[src/rtl/clock_adjust_ctrl.sv]
// clock_adjust_ctrl: time-setting sequencer for the clock display.
// Captures the running time on entry, lets the user step one field at a time,
// drives per-field select/blink to the digit splitters, and hands the adjusted
// time back to the time counter with a one-cycle load pulse on exit.
module clock_adjust_ctrl #(
  parameter int BLINK_HALF = 500
) (
  input  logic       clk,
  input  logic       rst_n,
  input  logic       i_tick,
  input  logic       btn_mode,
  input  logic       btn_sel,
  input  logic       btn_up,
  input  logic       btn_down,
  input  logic [4:0] i_hour,
  input  logic [5:0] i_min,
  input  logic [5:0] i_sec,
  output logic       o_adjust,
  output logic       o_sel_sec,
  output logic       o_sel_min,
  output logic       o_sel_hour,
  output logic       o_on_off,
  output logic [4:0] o_hour,
  output logic [5:0] o_min,
  output logic [5:0] o_sec,
  output logic       o_load
);

  // A BLINK_HALF of 1 still needs a one-bit counter so the vector stays legal.
  localparam int CNT_W = (BLINK_HALF > 1) ? $clog2(BLINK_HALF) : 1;
  localparam logic [CNT_W-1:0] CNT_LAST = CNT_W'(BLINK_HALF - 1);

  typedef enum logic [1:0] {S_IDLE, S_ADJ, S_LOAD} state_t;
  typedef enum logic [1:0] {F_SEC, F_MIN, F_HOUR} field_t;

  state_t           state, state_nxt;
  field_t           field, field_nxt;
  logic [CNT_W-1:0] cnt, cnt_nxt;
  logic             on_off_nxt;
  logic [4:0]       hour_nxt;
  logic [5:0]       min_nxt, sec_nxt;
  logic [5:0]       hour_ext;

  // Step up with wrap from max back to zero.
  function automatic logic [5:0] wrap_inc(input logic [5:0] v, input logic [5:0] max);
    return (v >= max) ? 6'd0 : v + 6'd1;
  endfunction

  // Step down with wrap from zero up to max.
  function automatic logic [5:0] wrap_dec(input logic [5:0] v, input logic [5:0] max);
    return (v == 6'd0 || v > max) ? max : v - 6'd1;
  endfunction

  // Next-state, field edits and blink phase; holds everything by default.
  always_comb begin
    state_nxt  = state;
    field_nxt  = field;
    cnt_nxt    = cnt;
    on_off_nxt = o_on_off;
    hour_nxt   = o_hour;
    min_nxt    = o_min;
    sec_nxt    = o_sec;
    hour_ext   = {1'b0, o_hour};
    case (state)
      S_IDLE: begin
        hour_nxt   = i_hour;
        min_nxt    = i_min;
        sec_nxt    = i_sec;
        on_off_nxt = 1'b1;
        cnt_nxt    = '0;
        if (btn_mode) begin
          state_nxt = S_ADJ;
          field_nxt = F_SEC;
        end
      end
      S_ADJ: begin
        if (btn_mode) begin
          state_nxt  = S_LOAD;
          on_off_nxt = 1'b1;
          cnt_nxt    = '0;
        end else if (btn_sel) begin
          case (field)
            F_SEC:   field_nxt = F_MIN;
            F_MIN:   field_nxt = F_HOUR;
            default: field_nxt = F_SEC;
          endcase
          on_off_nxt = 1'b1;
          cnt_nxt    = '0;
        end else if (btn_up ^ btn_down) begin
          // Exactly one direction pressed: edit the selected field.
          case (field)
            F_SEC:   sec_nxt = btn_up ? wrap_inc(o_sec, 6'd59) : wrap_dec(o_sec, 6'd59);
            F_MIN:   min_nxt = btn_up ? wrap_inc(o_min, 6'd59) : wrap_dec(o_min, 6'd59);
            default: begin
              hour_ext = btn_up ? wrap_inc({1'b0, o_hour}, 6'd23)
                                : wrap_dec({1'b0, o_hour}, 6'd23);
              hour_nxt = hour_ext[4:0];
            end
          endcase
          on_off_nxt = 1'b1;
          cnt_nxt    = '0;
        end else if (i_tick) begin
          if (cnt == CNT_LAST) begin
            cnt_nxt    = '0;
            on_off_nxt = ~o_on_off;
          end else begin
            cnt_nxt = cnt + CNT_W'(1);
          end
        end
      end
      S_LOAD: begin
        state_nxt = S_IDLE;
      end
      default: begin
        state_nxt  = S_IDLE;
        on_off_nxt = 1'b1;
        cnt_nxt    = '0;
      end
    endcase
  end

  // State, captured time and registered outputs.
  always_ff @(posedge clk) begin
    if (!rst_n) begin
      state      <= S_IDLE;
      field      <= F_SEC;
      cnt        <= '0;
      o_on_off   <= 1'b1;
      o_hour     <= '0;
      o_min      <= '0;
      o_sec      <= '0;
      o_adjust   <= 1'b0;
      o_load     <= 1'b0;
      o_sel_sec  <= 1'b0;
      o_sel_min  <= 1'b0;
      o_sel_hour <= 1'b0;
    end else begin
      state      <= state_nxt;
      field      <= field_nxt;
      cnt        <= cnt_nxt;
      o_on_off   <= on_off_nxt;
      o_hour     <= hour_nxt;
      o_min      <= min_nxt;
      o_sec      <= sec_nxt;
      o_adjust   <= (state_nxt == S_ADJ);
      o_load     <= (state_nxt == S_LOAD);
      o_sel_sec  <= (state_nxt == S_ADJ) && (field_nxt == F_SEC);
      o_sel_min  <= (state_nxt == S_ADJ) && (field_nxt == F_MIN);
      o_sel_hour <= (state_nxt == S_ADJ) && (field_nxt == F_HOUR);
    end
  end

endmodule
[config.mk]
export PLATFORM = sky130hd
export DESIGN_NAME = clock_adjust_ctrl
export DESIGN_NICKNAME = d
export VERILOG_FILES = /design/src/rtl/clock_adjust_ctrl.sv
export SDC_FILE = /design/constraint.sdc
export NUM_CORES = 1
export LEC_CHECK = 0
export ABC_AREA = 0
export CAP_MARGIN = 5
export CORE_ASPECT_RATIO = 1.2
export CORE_UTILIZATION = 50
export CTS_BUF_LIST = sky130_fd_sc_hd__clkbuf_8
export DETAILED_ROUTE_END_ITERATION = 8
export PLACE_DENSITY_LB_ADDON = 0.12
export SLEW_MARGIN = 20
export SYNTH_ARGS = -nofsm -noshare
export SYNTH_HDL_FRONTEND = slang
export SYNTH_SLANG_ARGS = --single-unit
[constraint.sdc]
create_clock -name clk -period 4.48 [get_ports clk]
set_input_delay 0.448 -clock clk [delete_from_list [all_inputs] [get_ports clk]]
set_output_delay 0.448 -clock clk [all_outputs]
set_load 0.1 [all_outputs]
==> out/results.ini, run 1 <==
[timing]
finalClockSkew_ns = 0.00588
max_freq_ghz = 0.365
tightestPinTransition_ns = 0.969
setup_viol = 0
finalSetupTns_ns = 0
hold_ws_ns = 0.522
finalHoldViolCount = 0
relSlewSlack = 0.352
finalCritPeriodShare = 0.612
rsz0062_at_grt = no
finalMaxSlewViolations = 0
period_minus_slack_ns = 2.74

[route]
drtIter0Drc = 251
drc = 0
ant_nets = 0
wl_per_cell_um = 14.2
vias_per_cell = 5.91
dr.pass1.iters = 4
num_vias = 2392
wirelength_mm = 5.74

[cts]
root_buffer = clkbuf_8
cts.path.max_buffers = 2
clk_pin_slew_ns = 0.08
cts_sinks = 36
worstSkewPairLatency_ns = 0.29
cts_resized = 0
cts_setup_buffers = 0
cts_made_buffers = 5
hold_buffers = 0
cts_tree = yes
htreeDepth = 2

[die]
die_w_um = 66.5
rows = 27
core_area_um2 = 4700
initial_core_util = 0.531
die_area_um2 = 5270
ioPinCount = 47
die_y_um = 79.3

[synth]
synth_flop_cell = dfxtp_1
ys_seq_elements = 36
postSynthAreaPerCell_um2 = 7.91
syn_inst = 315
synth_nets = 348
synth.cell_area_um2 = 2490
yosysSeqAreaShare = 0.289
netlist_top_cells_area = dfxtp_1 (29%), ha_1 (4.5%), nor2_1 (4.4%)
ys_warn_count = 0
async_flop_share = 0
synth_top_area_cell = dfxtp_1
yosysUniqueCellTypes = 63
yosys.area.top_type_share = 0.289
synth_edf_count = 0

[critical_path]
worstSetupEndpointType = flop
regToRegEndpoint = o_min[3]$_SDFFE_PN0P_
path_max_fanout = 22
r2r_start = state[1]$_SDFF_PN0_
crit_type = input port to flop
cp_data_arrival_time_ns = 2.96
reg2reg_depth = 5
required_ns = 4.70
crit_path_start_kind = input port
reg2reg_slack_ns = 1.90

[power_and_ir_drop]
netSwitchingPower_uw = 510
internal_power_uw = 673
cellLeakagePower_nw = 1.09
p_comb_frac = 0.404
switching_share = 0.431
seqPwrFrac = 0.347
power.density_nw_per_um2 = 390
pwr-share-clk = 0.249
vdd_drop_max_uv = 237

[min_path]
hold_end = cnt[8]$_SDFFE_PN0P_
min_from = cnt[8]$_SDFFE_PN0P_
min_path_cells = 2
worstHoldPathType = flop to flop

[layout]
layout.cells.most_common = clkdlybuf4s50_1
antennaDiodeCount = 0
area_growth_pct = 21.6
post-route-cell-area_um2 = 3030
nets = 379
fillers = 428
multi_input_area_um2 = 1620
drive_above_1_share = 0.0720
layout_common_cells = clkdlybuf4s50_1 (46), dfxtp_1 (36), nor2_1 (29), nand2_1 (28), o21ai_0 (19)
seq_area_um2 = 721

[global_routing]
grt_start_max_net_pins = 24
overflow = 0
grt_pass1_wl_mm = 9.66
grt_usage = 0.233
grt_pass1_vias = 2166
antenna_found_initial = 0

[placement]
dp_hpwl_mm = 3.93
port_buffers = 46
placed_area_um2 = 2920
gp_congestion = 0.871

[outcome]
status = complete, no violations

[job]
maxCapViolCount = 0

==> state kept, by name (all words and copies together), names as in the netlist <==
name        count
o_sel_hour      1
o_min           6
o_on_off        1
field           2
o_sec           6
o_sel_sec       1
o_adjust        1
o_sel_min       1
o_load          1
state           2
cnt             9
o_hour          5
==> worst max-delay path: stages <==
cell and delay, ns:
clkdlybuf4s50_1 1.04, xor2_2 0.26, nand2_1 0.14, a211oi_2 0.68, o211ai_1 0.19, o22ai_1 0.19
==> power groups by stage <==
stage	clock, mW	combinational (mW)	sequential, mW
3_5_place_dp	0	0.475	0.417
3_3_place_gp	0	0.471	0.417
4_1_cts	0.300	0.477	0.410
5_1_grt	0.314	0.512	0.417
6_report	0.294	0.477	0.411
2_1_floorplan	0	0.238	0.550
==> per-layer routing <==
layer,wire (um),GRT usage,share of wire,vias up
li1,-,-,-,1210
met1,2510,0.287,0.44,1106
met5,0,0,0,-
met3,329,0.0445,0.057,7
met4,78,0.0830,0.014,0
met2,2830,0.399,0.49,69
==> worst max path at each step <==
stage,start,end,slack [ns],cells past startpoint
after floorplan,o_sec[0]$_SDFFE_PN0P_,o_sec[5]$_SDFFE_PN0P_,2.13,7
after global placement,btn_up,o_min[3]$_SDFFE_PN0P_,1.55,6
after detailed placement,btn_up,o_min[3]$_SDFFE_PN0P_,1.48,6
after CTS,btn_up,o_min[3]$_SDFFE_PN0P_,1.76,6
after global routing,btn_up,o_min[3]$_SDFFE_PN0P_,1.62,6
final,btn_up,o_min[3]$_SDFFE_PN0P_,1.74,6
==> cells in the mapped netlist (5+ instances only) <==
master and count:
a21oi_1 15, a31oi_1 9, and3_1 9, buf_2 9, clkbuf_1 9, dfxtp_1 36
ha_1 9, inv_1 10, nand2_1 28, nand3_1 16, nand4_1 7, nor2_1 29
nor3_1 5, o21ai_0 19, o21ai_1 5, xnor2_1 10, xor2_1 12
==> cell type report <==
| cell class | instances | area share |
|---|---|---|
| clock buffer | 5 | 0.0227 |
| clock inverter | 3 | 0.0153 |
| timing repair buffer | 46 | 0.152 |
| sequential | 36 | 0.238 |
| multi-input combinational | 246 | 0.535 |
| tap | 58 | 0.0239 |
| inverter | 11 | 0.0136 |
==> cell families (layout without fill, tap and decap cells) <==
kind of cell    after synthesis  after routing  synth area share
simple gates                118            118             0.248
buf+inv                      33             65            0.0602
xor+xnor                     23             23            0.0838
mux                           1              1           0.00402
compound gates               95             95             0.270
flops                        36             36             0.289
fa+ha+maj                     9              9            0.0452
==> through the flow <==
stage	instances	setup WS, ns	utilization	total power, mW
2_1_floorplan	315	2.13	-	0.789
3_3_place_gp	397	1.55	0.621	0.888
3_5_place_dp	397	1.48	0.621	0.892
4_1_cts	405	1.76	0.646	1.19
5_1_grt	405	1.62	0.646	1.24
6_report	405	1.74	0.646	1.18
No activity file was read; power rests on OpenSTA's default activity.
==> inputs of run 2 (changes only) <==
- clock period: 4.48 -> 2.7 ns (I/O delays scaled with it)
==> run 2 against run 1 <==
Net effect: sequential power is 66% higher; via count is 2.1% higher; total power is 69% higher; combinational power is 66% higher; critical path type is now flop to flop; highest routed layer unchanged.
==> out/results.ini, run 2 (synthesis results as in run 1) <==
[min_path]
worstHoldPathType = flop to flop  ; unchanged

[global_routing]
overflow = 0  ; unchanged
antenna_found_initial = 0  ; unchanged
grt_start_max_net_pins = 22  ; was 24
grt_pass1_vias = 2253  ; was 2166
grt_usage = 0.239  ; was 0.233
grt_pass1_wl_mm = 9.83  ; was 9.66 mm

[critical_path]
crit_type = flop to flop  ; was input port to flop
crit_top_cell = buf_4
max_stage_delay_ns = 0.69  ; was 1.04 ns
cp_cell_sequence = nand2b_1 > buf_4 > nor2_1 > a211oi_2 > buf_4 > o211ai_1 > o22ai_1  ; was clkdlybuf4s50_1 > xor2_2 > nand2_1 > a211oi_2 > o211ai_1 > o22ai_1
path_max_fanout = 14  ; was 22
worstSetupEndpointType = flop  ; unchanged
crit_path_start_kind = flop  ; was input port
path_buf_inv = 2  ; was 1
required_ns = 2.91  ; was 4.70 ns
cp_data_arrival_time_ns = 2.17  ; was 2.96 ns
cp_slowest_cell = dfxtp_1  ; was clkdlybuf4s50_1
crit_family = flip-flops  ; was compound AO/OA/AOI/OAI gates

[die]
die_y_um = 79.3  ; unchanged
core_area_um2 = 4700  ; unchanged
die_w_um = 66.5  ; unchanged
ioPinCount = 47  ; unchanged
rows = 27  ; unchanged
initial_core_util = 0.531  ; unchanged
die_area_um2 = 5270  ; unchanged

[timing]
max_freq_ghz = 0.511
finalHoldViolCount = 0  ; unchanged
finalSetupTns_ns = 0  ; unchanged
finalMaxSlewViolations = 0  ; unchanged
rsz0062_at_grt = no  ; unchanged
tightestPinTransition_ns = 0.588  ; was 0.969 ns
relSlewSlack = 0.608  ; was 0.352
period_minus_slack_ns = 1.96
finalClockSkew_ns = 0.00520  ; was 0.00588 ns
finalCritPeriodShare = 0.725
setup_viol = 0  ; unchanged

[route]
num_vias = 2443  ; was 2392
drtIter0Drc = 269  ; was 251
wl_per_cell_um = 14.4  ; was 14.2 um
ant_nets = 0  ; unchanged
vias_per_cell = 5.96  ; was 5.91
drc = 0  ; unchanged
wirelength_mm = 5.91  ; was 5.74 mm
dr.pass1.iters = 4  ; unchanged

[layout]
largest_reg_flops = 9  ; unchanged
layout_common_cells = dfxtp_1 (36), nor2_1 (29), nand2_1 (28), buf_4 (28), clkdlybuf4s50_1 (23)  ; was clkdlybuf4s50_1 (46), dfxtp_1 (36), nor2_1 (29), nand2_1 (28), o21ai_0 (19)
nets = 384  ; was 379
fillers = 420  ; was 428
antennaDiodeCount = 0  ; unchanged
largest_register = cnt  ; unchanged
area_growth_pct = 21.3  ; was 21.6%
top_regs = cnt (9), o_min (6), o_sec (6)  ; unchanged
layout.cells.most_common = dfxtp_1  ; was clkdlybuf4s50_1
drive_above_1_share = 0.151  ; was 0.0720

[job]
maxCapViolCount = 0  ; unchanged

[placement]
dp_hpwl_mm = 4.19  ; was 3.93 mm
port_buffers = 46  ; unchanged
gp_congestion = 0.843  ; was 0.871

[power_and_ir_drop]
cellLeakagePower_nw = 1.16  ; was 1.09 nW
power.density_nw_per_um2 = 659  ; was 390 nW/um2
vdd_drop_max_uv = 309  ; was 237 uV
power_mw = 1.99  ; was 1.18 mW

[cts]
hold_buffers = 0  ; unchanged
cts_sinks = 36  ; unchanged
root_buffer = clkbuf_8  ; unchanged
cts_made_buffers = 5  ; unchanged
htreeDepth = 2  ; unchanged
cts_tree = yes  ; unchanged
clk_pin_slew_ns = 0.07  ; was 0.08 ns
worstSkewPairLatency_ns = 0.29  ; about the same
cts_setup_buffers = 0  ; unchanged
cts_resized = 0  ; unchanged
cts.path.max_buffers = 2  ; unchanged

[outcome]
status = complete, no violations  ; unchanged

## run 2: changes by cell type in the layout (fill, tap and decap cells not counted), sizes merged
cell,previous run,this run
clkdlybuf4s50,46,23
buf,0,28
clkinvlp,1,0
clkbuf,5,7
inv,12,11
## run 2: stage by stage
stage	cells	setup slack (ns)	utilization	cell area, um2	hold slack, ns
3_3_place_gp	402	0.645	0.617	2900	0.488
2_1_floorplan	315	0.350	-	2490	0.392
4_1_cts	410	0.754	0.644	3020	0.521
5_1_grt	410	0.603	0.644	3020	0.543
6_report	410	0.742	0.644	3020	0.514
3_5_place_dp	402	0.603	0.617	2900	0.500
## run 2: cell type report
type | instances | area, um2 | share of cell area
Timing Repair Buffer | 51 | 440 | 0.146
Multi-Input combinational cell | 246 | 1620 | 0.536
Sequential cell | 36 | 721 | 0.238
Clock buffer | 7 | 96.3 | 0.0319
Tap cell | 58 | 72.6 | 0.0240
Clock inverter | 1 | 30.0 | 0.00993
Inverter | 11 | 41.3 | 0.0137
## run 2: metal layers
metal	up-vias	wire (um)	global-route usage
li1	1221	-	-
met1	1148	2640	0.285
met2	63	2910	0.410
met3	11	251	0.0474
met4	0	102	0.0979
met5	-	0	0
## run 2: final timing paths
| kind | to | cells past startpoint | startpoint | slack [ns] |
|---|---|---|---|---|
| setup / recovery | o_min[3]$_SDFFE_PN0P_ | 7 | state[1]$_SDFF_PN0_ | 0.74 |
| hold reg to reg | cnt[6]$_SDFFE_PN0P_ | 2 | cnt[6]$_SDFFE_PN0P_ | 0.51 |
| hold / removal | cnt[6]$_SDFFE_PN0P_ | 2 | cnt[6]$_SDFFE_PN0P_ | 0.51 |
| setup reg to reg | o_min[3]$_SDFFE_PN0P_ | 7 | state[1]$_SDFF_PN0_ | 0.74 |
## run 2: worst register-to-register path, delay by kind of cell, from the launching register on
kind | cells | cell delay (ns)
DFF | 1 | 0.69
buffers and inverters | 2 | 0.42
and+or+nand+nor | 2 | 0.28
AOI/OAI and AO/OA | 3 | 0.48
## run 2: report_power, final
group | switching (mW) | internal [mW]
logic | 0.532 | 0.259
clock network | 0.195 | 0.326
registers | 0.107 | 0.575
total | 0.833 | 1.16
==> inputs of run 3 (changes only) <==
- clock period: 2.7 -> 1.9 ns (I/O delays scaled with it)
==> run 3 against run 2 <==
Net effect: flip-flop and latch count stayed put; sequential share of layout area hardly changed; clock power is 35% higher; cell area is 5.0% higher; worst hold slack worse by 0.060 ns; sequential power is 44% higher; global-route usage is 0.94 points higher; largest power group unchanged; count of clock-buffer cells in the layout is 2 lower.
==> out/results.ini, run 3 (synthesis results as in run 1) <==
[cts]
worstSkewPairLatency_ns = 0.29  ; about the same
cts_setup_buffers = 0  ; unchanged
cts_made_buffers = 5  ; unchanged
cts_resized = 0  ; unchanged
htreeDepth = 2  ; unchanged
cts.path.max_buffers = 2  ; unchanged
cts_sinks = 36  ; unchanged
cts_tree = yes  ; unchanged
root_buffer = clkbuf_8  ; unchanged
clk_pin_slew_ns = 0.08  ; was 0.07 ns
hold_buffers = 0  ; unchanged

[min_path]
worstHoldPathType = input port to flop  ; was flop to flop
min_path_cells = 3  ; was 2
min_from = i_min[2]  ; was cnt[6]$_SDFFE_PN0P_
hold_end = o_min[2]$_SDFFE_PN0P_  ; was cnt[6]$_SDFFE_PN0P_

[global_routing]
busiest_layer = met2  ; unchanged
antenna_found_initial = 0  ; unchanged
grt_start_max_net_pins = 20  ; was 22
grt_usage = 0.248  ; was 0.239
overflow = 0  ; unchanged
grtUsageMet1 = 0.297  ; was 0.285
grt_util_met2 = 0.447  ; was 0.410
grt_pass1_wl_mm = 10.3  ; was 9.83 mm
grt_use_met3 = 0.0445  ; was 0.0474
grt_pass1_vias = 2292  ; was 2253

[placement]
port_buffers = 46  ; unchanged
gp_congestion = 0.889  ; was 0.843
dp_hpwl_mm = 4.51  ; was 4.19 mm

[timing]
setup_viol = 0  ; unchanged
finalClockSkew_ns = 0.0105  ; was 0.00520 ns
rsz0062_at_grt = no  ; unchanged
max_freq_ghz = 0.553  ; was 0.511 GHz
relSlewSlack = 0.729  ; was 0.608
finalCritPeriodShare = 0.952  ; was 0.725
period_minus_slack_ns = 1.81  ; was 1.96 ns
tightestPinTransition_ns = 0.402  ; was 0.588 ns
finalHoldViolCount = 0  ; unchanged
finalMaxSlewViolations = 0  ; unchanged

[layout]
utilization = 0.676  ; was 0.644
layout_common_cells = buf_4 (45), nor2_1 (29), nand2_1 (28), clkdlybuf4s50_1 (23)  ; was dfxtp_1 (36), nor2_1 (29), nand2_1 (28), buf_4 (28), clkdlybuf4s50_1 (23)
fillers = 433  ; was 420
largest_register = cnt  ; unchanged
layout.cells.most_common = buf_4  ; was dfxtp_1
area_growth_pct = 27.4  ; was 21.3%
antennaDiodeCount = 0  ; unchanged
top_regs = cnt (9), o_min (6), o_sec (6)  ; unchanged
drive_above_1_share = 0.236  ; was 0.151
nets = 401  ; was 384
largest_reg_flops = 9  ; unchanged

[route]
wirelength_mm = 6.06  ; was 5.91 mm
ant_nets = 0  ; unchanged
vias_per_cell = 5.83  ; was 5.96
dr.pass1.iters = 4  ; unchanged
drc = 0  ; unchanged
wl_per_cell_um = 14.2  ; was 14.4 um
num_vias = 2490  ; was 2443
drtIter0Drc = 185  ; was 269

[die]
die_area_um2 = 5270  ; unchanged
core_area_um2 = 4700  ; unchanged
die_y_um = 79.3  ; unchanged
die_w_um = 66.5  ; unchanged
ioPinCount = 47  ; unchanged
rows = 27  ; unchanged
initial_core_util = 0.531  ; unchanged

[power_and_ir_drop]
seqPwrFrac = 0.342  ; about the same
power.density_nw_per_um2 = 901  ; was 659 nW/um2
vdd_drop_max_uv = 510  ; was 309 uV
internal_power_mw = 1.64  ; was 1.16 mW
pwr-share-clk = 0.246  ; was 0.261
power_mw = 2.86  ; was 1.99 mW
switching_share = 0.427  ; was 0.418
p_comb_frac = 0.412  ; was 0.397
netSwitchingPower_mw = 1.22  ; was 833 uW
cellLeakagePower_nw = 1.24  ; was 1.16 nW

[critical_path]
reg2reg_slack_ns = 0.09  ; was 0.74 ns
reg2reg_depth = 5  ; was 7
crit_type = flop to flop  ; unchanged
cp_data_arrival_time_ns = 2.03  ; was 2.17 ns
path_max_fanout = 9  ; was 14
r2r_start = o_sec[0]$_SDFFE_PN0P_  ; was state[1]$_SDFF_PN0_
crit_path_start_kind = flop  ; unchanged
worstSetupEndpointType = flop  ; unchanged
regToRegEndpoint = o_sec[5]$_SDFFE_PN0P_  ; was o_min[3]$_SDFFE_PN0P_
required_ns = 2.12  ; was 2.91 ns

[outcome]
status = complete, no violations  ; unchanged

[job]
maxCapViolCount = 0  ; unchanged

[run 3: cell count changes in the layout (fill, tap and decap cells not counted), sizes merged]
cell	before	now
inv	11	13
buf	28	45
clkbuf	7	5
[run 3: worst max-delay path by stage]
| stage | startpoint | to | slack, ns | cells past startpoint |
|---|---|---|---|---|
| floorplan | o_min[4]$_SDFFE_PN0P_ | o_min[1]$_SDFFE_PN0P_ | 0.01 | 6 |
| global placement | btn_up | o_sec[0]$_SDFFE_PN0P_ | 0.02 | 5 |
| detailed placement | btn_up | o_sec[5]$_SDFFE_PN0P_ | -0.03 | 5 |
| CTS | o_sec[0]$_SDFFE_PN0P_ | o_sec[5]$_SDFFE_PN0P_ | 0.08 | 5 |
| global route | o_sec[0]$_SDFFE_PN0P_ | o_sec[5]$_SDFFE_PN0P_ | 0.004 | 5 |
| finish | o_sec[0]$_SDFFE_PN0P_ | o_sec[5]$_SDFFE_PN0P_ | 0.09 | 5 |
[run 3: stage by stage]
step           instance area (um2)  worst slack, ns  std cells  hold WS, ns  setup TNS, ns
4_1_cts                       3170           0.0835        427        0.447              0
3_5_place_dp                  3060          -0.0329        419        0.504        -0.0461
3_3_place_gp                  3060           0.0154        419        0.489              0
2_1_floorplan                 2530          0.00992        315        0.312              0
5_1_grt                       3170          0.00368        427        0.491              0
6_report                      3170           0.0904        427        0.454              0
[run 3: worst max-delay path, stage by stage (launching register included)]
cell and delay [ns]:
dfxtp_4 0.38, ha_1 0.26, o2111ai_1 0.28, nor2_1 0.09, or4b_1 0.56, o21ai_1 0.16
[run 3: power groups by stage]
stage	combinational, mW	clock (mW)	sequential, mW
global placement	1.16	0	0.991
detailed placement	1.18	0	0.994
floorplan	0.559	0	1.31
global route	1.26	0.746	1.00
finish	1.18	0.703	0.979
CTS	1.18	0.716	0.976
[run 3: metal layers]
layer | up-vias | wire length [um]
li1 | 1259 | -
met1 | 1172 | 2700
met2 | 55 | 3040
met3 | 4 | 269
met4 | 0 | 47
met5 | - | 0
[run 3: cell type report]
type | instances | area, um2 | share of cell area
clock buffer | 5 | 68.8 | 0.0217
tap | 58 | 72.6 | 0.0229
multi-input combinational | 246 | 1620 | 0.511
inverter | 11 | 41.3 | 0.0130
sequential | 36 | 757 | 0.238
clock inverter | 3 | 45.0 | 0.0142
timing repair buffer | 68 | 568 | 0.179
